--- config.mk ---
export PLATFORM = sky130hd
export DESIGN_NAME = twos_to_signmag_serial_flat
export DESIGN_NICKNAME = d
export VERILOG_FILES = /design/src/rtl/twos_to_signmag_serial_if.sv /design/src/rtl/twos_to_signmag_serial.sv /design/src/flat_wrapper.sv
export SDC_FILE = /design/constraint.sdc
export NUM_CORES = 1
export LEC_CHECK = 0
export ABC_AREA = 1
export CAP_MARGIN = 20
export CORE_UTILIZATION = 52
export DETAILED_ROUTE_END_ITERATION = 16
export HOLD_SLACK_MARGIN = 0.1
export PLACE_DENSITY = 0.85
export SYNTH_ARGS = -nofsm -noshare
export SYNTH_HDL_FRONTEND = slang
export SYNTH_SLANG_ARGS = --single-unit
--- constraint.sdc ---
create_clock -name clk -period 1.8 [get_ports clk]
set_input_delay 0.36 -clock clk [delete_from_list [all_inputs] [get_ports clk]]
set_output_delay 0.36 -clock clk [all_outputs]
set_load 0.01 [all_outputs]
--- src/rtl/twos_to_signmag_serial_if.sv ---
// ---------------------------------------------------------------------------
// twos_to_signmag_serial_if
//   Handshake bundle for the bit-serial two's-complement to sign-magnitude
//   decoder.
//
//   Input side : in_valid, in_ready, in_data[WIDTH-1:0]
//   Output side: out_valid, out_ready, out_sign, out_mag[WIDTH-2:0], out_ovf
//
//   master : the surrounding logic (drives words in, consumes results)
//   slave  : the decoder itself
// ---------------------------------------------------------------------------
interface twos_to_signmag_serial_if #(
   parameter int WIDTH = 8
);
   logic             in_valid;
   logic             in_ready;
   logic [WIDTH-1:0] in_data;
   logic             out_valid;
   logic             out_ready;
   logic             out_sign;
   logic [WIDTH-2:0] out_mag;
   logic             out_ovf;

   modport master (
      output in_valid, in_data, out_ready,
      input  in_ready, out_valid, out_sign, out_mag, out_ovf
   );

   modport slave (
      input  in_valid, in_data, out_ready,
      output in_ready, out_valid, out_sign, out_mag, out_ovf
   );
endinterface

--- src/rtl/twos_to_signmag_serial.sv ---
// ---------------------------------------------------------------------------
// twos_to_signmag_serial
//   Bit-serial decoder from a WIDTH-bit two's-complement word to
//   sign-magnitude, one bit per clock, LSB first. Holds one word in flight.
//
//   Ports:
//     clk    rising-edge clock
//     rst_n  asynchronous active-low reset
//     bus    twos_to_signmag_serial_if.slave
//              in_valid/in_ready/in_data         word input handshake
//              out_valid/out_ready               result handshake
//              out_sign/out_mag/out_ovf          registered result
//
//   Optional feature macro: TWOS_DEC_SAT_EN
//     defined   : the -2^(WIDTH-1) input reports an all-ones magnitude
//     undefined : that input reports a zero (wrapped) magnitude
//     out_ovf and out_sign are 1 for that input either way.
//
//   Timing: accept on edge E0, WIDTH shift edges E1..EWIDTH, results are
//   registered on edge EWIDTH+1 when out_valid rises.
// ---------------------------------------------------------------------------
module twos_to_signmag_serial #(
   parameter int WIDTH = 8
) (
   input  logic                          clk,
   input  logic                          rst_n,
   twos_to_signmag_serial_if.slave       bus
);

   localparam int                 CNT_W = $clog2(WIDTH + 1);
   // Counter value on the edge that transfers the finished result out.
   localparam logic [CNT_W-1:0]   LAST  = CNT_W'(WIDTH);

`ifdef TWOS_DEC_SAT_EN
   localparam logic [WIDTH-2:0]   OVF_MAG = '1;
`else
   localparam logic [WIDTH-2:0]   OVF_MAG = '0;
`endif

   typedef enum logic [1:0] {IDLE, SHIFT, DONE} state_t;

   state_t                  state;
   logic [CNT_W-1:0]        cnt;
   logic                    in_ready_r;
   logic                    out_valid_r;
   logic                    out_sign_r;
   logic [WIDTH-2:0]        out_mag_r;
   logic                    out_ovf_r;

   logic signed [WIDTH-1:0] word_p0;     // word being consumed, LSB at bit 0
   logic [WIDTH-1:0]        result_p1;   // magnitude assembled MSB end first
   logic                    sign_p0;
   logic                    seen_one_p0;
   logic                    obit;
   logic                    accept;
   logic                    shifting;

   // Only -2^(WIDTH-1) sets the top result bit, and then the lower bits are
   // already zero, so the wrapped case falls out of the same expression.
   function automatic logic [WIDTH-2:0] present_mag(input logic [WIDTH-1:0] res);
      return res[WIDTH-1] ? OVF_MAG : res[WIDTH-2:0];
   endfunction

   assign accept   = in_ready_r && bus.in_valid;
   assign shifting = (state == SHIFT) && (cnt != LAST);

   // Copy bits through up to and including the first 1, invert afterwards.
   always_comb begin
      obit = word_p0[0];
      if (sign_p0 && seen_one_p0) begin
         obit = ~word_p0[0];
      end
   end

   // ---- stage p0 -> p1: serial negate datapath (no reset; reloaded on accept)
   always_ff @(posedge clk) begin
      if (accept) begin
         word_p0     <= bus.in_data;
         sign_p0     <= bus.in_data[WIDTH-1];
         seen_one_p0 <= 1'b0;
      end else if (shifting) begin
         word_p0     <= word_p0 >>> 1;
         seen_one_p0 <= seen_one_p0 | word_p0[0];
         result_p1   <= {obit, result_p1[WIDTH-1:1]};
      end
   end

   // ---- control FSM and registered outputs
   always_ff @(posedge clk or negedge rst_n) begin
      if (!rst_n) begin
         state       <= IDLE;
         cnt         <= '0;
         in_ready_r  <= 1'b1;
         out_valid_r <= 1'b0;
         out_sign_r  <= 1'b0;
         out_mag_r   <= '0;
         out_ovf_r   <= 1'b0;
      end else begin
         case (state)
            IDLE: begin
               if (accept) begin
                  state      <= SHIFT;
                  cnt        <= '0;
                  in_ready_r <= 1'b0;
               end
            end
            SHIFT: begin
               if (cnt == LAST) begin
                  state       <= DONE;
                  out_valid_r <= 1'b1;
                  out_sign_r  <= sign_p0;
                  out_mag_r   <= present_mag(result_p1);
                  out_ovf_r   <= result_p1[WIDTH-1];
               end else begin
                  cnt <= cnt + 1'b1;
               end
            end
            DONE: begin
               if (bus.out_ready) begin
                  state       <= IDLE;
                  out_valid_r <= 1'b0;
                  in_ready_r  <= 1'b1;
               end
            end
            default: begin
               state       <= IDLE;
               in_ready_r  <= 1'b1;
               out_valid_r <= 1'b0;
            end
         endcase
      end
   end

   assign bus.in_ready  = in_ready_r;
   assign bus.out_valid = out_valid_r;
   assign bus.out_sign  = out_sign_r;
   assign bus.out_mag   = out_mag_r;
   assign bus.out_ovf   = out_ovf_r;

endmodule

--- src/flat_wrapper.sv ---
// flat-port wrapper written by rule: the top's interface ports become plain ports
module twos_to_signmag_serial_flat 
#(
   parameter int WIDTH = 8
)
  (clk, rst_n, bus_in_valid, bus_in_data, bus_out_ready, bus_in_ready, bus_out_valid, bus_out_sign, bus_out_mag, bus_out_ovf);
  twos_to_signmag_serial_if #(.WIDTH(WIDTH)) bus_i ();
  input  logic clk;
  input  logic rst_n;
  input wire logic [$bits(bus_i.in_valid)-1:0] bus_in_valid;
  input wire logic [$bits(bus_i.in_data)-1:0] bus_in_data;
  input wire logic [$bits(bus_i.out_ready)-1:0] bus_out_ready;
  output wire logic [$bits(bus_i.in_ready)-1:0] bus_in_ready;
  output wire logic [$bits(bus_i.out_valid)-1:0] bus_out_valid;
  output wire logic [$bits(bus_i.out_sign)-1:0] bus_out_sign;
  output wire logic [$bits(bus_i.out_mag)-1:0] bus_out_mag;
  output wire logic [$bits(bus_i.out_ovf)-1:0] bus_out_ovf;
  assign bus_i.in_valid = bus_in_valid;
  assign bus_i.in_data = bus_in_data;
  assign bus_i.out_ready = bus_out_ready;
  assign bus_in_ready = bus_i.in_ready;
  assign bus_out_valid = bus_i.out_valid;
  assign bus_out_sign = bus_i.out_sign;
  assign bus_out_mag = bus_i.out_mag;
  assign bus_out_ovf = bus_i.out_ovf;
  twos_to_signmag_serial #(.WIDTH(WIDTH)) u_core (.clk(clk), .rst_n(rst_n), .bus(bus_i));
endmodule
==> results.md <==
* Outcome: complete, no violations
* Int Power at 0.00198 W
* Asr flop ratio synth at 48.6%
* Fill cells at 204
* Die W at 55.0 µm
* Clock Sinks at 35
* Crit path largest cell delay at 560 ps
* Net Sw Power at 0.00110 W
* Final Skew at 11.2 ps
* Power per cell area at 1710 nW/µm²
* FF-to-FF Start: u_core.cnt[0]
* Worst vdd ir at 0.991 mV
* Tightest Hold Check Type: primary input to async pin
* Overflow after GRT at 0
* Top post-synthesis cells by area: edfxtp_1, dfrtp_1, nand2_1
* Kind of critical path: flop to primary output
* Setup slack, reg-to-reg at 240 ps
* EDFF count, synth at 17
* Sw Share at 35.7%
* Initial Util at 56.9%
* DP HPWL at 1920 µm
* Post-Syn Area per Cell at 10.4 µm²
* Final WL at 2640 µm
* RSZ-0062 raised after global routing: no
* Total Power at 0.00307 W
* Cell Rows at 18
* Largest net degree at the start of global routing at 20
* CP Launch Type: flop
* CTS Hold Buffers Added at 0
* CTS tree: yes
* Number of instances in the placed design at 194
* Top-area cell type share of the netlist area at 34.9%
* Root buf cell: clkbuf_4
* Critical-path maximum fanout at 2
* Net count, final at 185
* Final worst path period share at 90.4%
* DRT Pass-1 Iters at 4
* Setup TNS Final at 0 ps
* P_leak at 0.838 nW
* Longest Clk Path Bufs at 2
* Core footprint at 2570 µm²
* Number of global-route vias before repair at 990
* Sequential fraction of the synthesis area at 65.5%
* Crit path buf inv count at 1
* Reg power frac at 50.4%
* Fin util at 69.9%
* Area Growth Syn to Fin at 22.9%
* Max-cap violation count at 0
* Routed WL per cell at 13.0 µm
* Worst slew pin tran at 298 ps
* # diodes at 0
* Die area at 3030 µm²
* Min Tclk post-route at 1630 ps
* CP top delay family: buffers and inverters
* Count leader, synth: nand2_1
* Clk_lat worst skew at 340 ps
* I/O pins at 23
* Syn Inst Count at 140
* Fin cells at 202
* Overall Global Routing Usage at 21.5%
* First-pass GRT wire length at 4300 µm
* Crit path cell chain: clkdlybuf4s50_1
* Vias after detailed routing at 1046
* Primary FF master, synth: edfxtp_1
* Post-route ant nets at 0
* Final Max Tran Viols at 0
* Commonest cells post-synth: nand2_1, edfxtp_1, dfrtp_1
* Syn nets at 154
* Routed vias/inst at 5.18
* CTS clk-pin slew, worst paths at 110 ps
* Clock H-tree levels at 2
* Max Fclk at 0.614 GHz
* Final Wtd Congestion at 0.821
* Initial antenna violation count at 0
* Worst EP required at 1440 ps
* Final setup viols at 0
* FF-to-FF path depth at 6
* Worst reg2reg endpoint: u_core.result_p1[3]
* CP arrival at 1270 ps
* Crit-path slowest cell: clkdlybuf4s50_1
* Logic pwr share at 35.2%
* TritonCTS Buffers at 5
* WHS at 342 ps
* Post-synthesis register bit count at 35
* Clock power share at 14.4%
* Hold Vio Cnt, Final at 0
* # DRC at 0
* Synth area leader: edfxtp_1
* Share of layout cells above drive strength 1 at 13.4%
* Die Y-Extent at 55.0 µm
* Port bufs at 22
* Crit path capture type: primary output
* Yosys Warn Count at 0
* Max-slew headroom at 79.9%
* Initial DRC Count at 26
* Post-synthesis cell area at 1460 µm²
* Unique masters post-synth at 22
through the flow:
stage,worst slack [ps],instance area [µm²]
3_5_place_dp,12.1,1730
5_1_grt,87.4,1800
2_1_floorplan,176,1460
6_report,172,1800
3_3_place_gp,78.2,1730
4_1_cts,14.0,1790
power by group through the flow:
stage / combinational [W] / clock, W / sequential [W]
2_1_floorplan: 0.000631 / 0 / 0.00155
3_3_place_gp: 0.00104 / 0 / 0.00154
3_5_place_dp: 0.00110 / 0 / 0.00156
4_1_cts: 0.00110 / 0.000452 / 0.00155
5_1_grt: 0.00124 / 0.000486 / 0.00159
6_report: 0.00108 / 0.000442 / 0.00155
cell families (layout without fill, tap and decap cells):
family | Yosys count | in the layout | synth area share [%]
AOI/OAI and AO/OA | 9 | 9 | 4.88
xor gates and xnor gates | 2 | 2 | 1.20
and+or+nand+nor | 80 | 80 | 23.1
DFF | 35 | 35 | 65.5
adders and majority gates | 2 | 2 | 1.71
buffers and inverters | 12 | 44 | 3.60
registers in the layout (all words and copies together), names as in the netlist, 2 cells and up:
register,cells
u_core.bus.out_mag,7
u_core.cnt,4
u_core.state,2
u_core.word_p0,8
u_core.result_p1,8
routing by layer:
layer | up-vias | part of all wire [%] | GRT usage (%)
met4 | 0 | 1.8 | 8.75
met1 | 496 | 45 | 25.3
met3 | 7 | 4.3 | 8.20
met5 | - | 0 | 0
li1 | 519 | - | -
met2 | 24 | 49 | 35.1
timing repair:
action                     4_1_cts  5_1_grt
buffers inserted                 0        0
setup endpoints to repair        0        1
hold endpoints to repair         0        0
gates resized for setup          0        1
layout make-up:
cell class | count | area, µm² | area share [%]
Clock buffer | 7 | 55.1 | 3.07
Clock inverter | 1 | 3.75 | 0.209
Inverter | 10 | 37.5 | 2.09
Multi-Input combinational cell | 93 | 452 | 25.2
Sequential cell | 35 | 957 | 53.3
Tap cell | 30 | 37.5 | 2.09
Timing Repair Buffer | 26 | 253 | 14.1
cell usage in the layout (no fill, tap or decap), drive strengths merged:
cell | netlist | layout
buf | 1 | 4
clkbuf | 1 | 7
clkdlybuf4s50 | 0 | 21
clkinv | 1 | 2
dfrtp | 16 | 16
dfstp | 1 | 1
dfxtp | 1 | 1
dlymetal6s2s | 0 | 1
edfxtp | 17 | 17
ha | 2 | 2
inv | 9 | 9
nand2 | 63 | 63
nand3 | 8 | 8
nand4 | 3 | 3
nor2 | 6 | 6
o21ai | 9 | 9
xnor2 | 1 | 1
xor2 | 1 | 1
how the worst max path moves through the flow:
stage | start | endpoint | slack (ps) | cells past startpoint
floorplan | u_core.cnt[0] | u_core.result_p1[0] | 180 | 5
global placement | bus_in_valid | u_core.result_p1[2] | 80 | 5
detailed placement | bus_in_valid | u_core.result_p1[1] | 10 | 5
CTS | u_core.bus.in_ready | bus_in_ready | 10 | 1
global route | u_core.cnt[0] | u_core.word_p0[4] | 90 | 5
finish | u_core.bus.out_mag[4] | bus_out_mag[4] | 170 | 1
No activity file was read; power rests on OpenSTA's default activity.
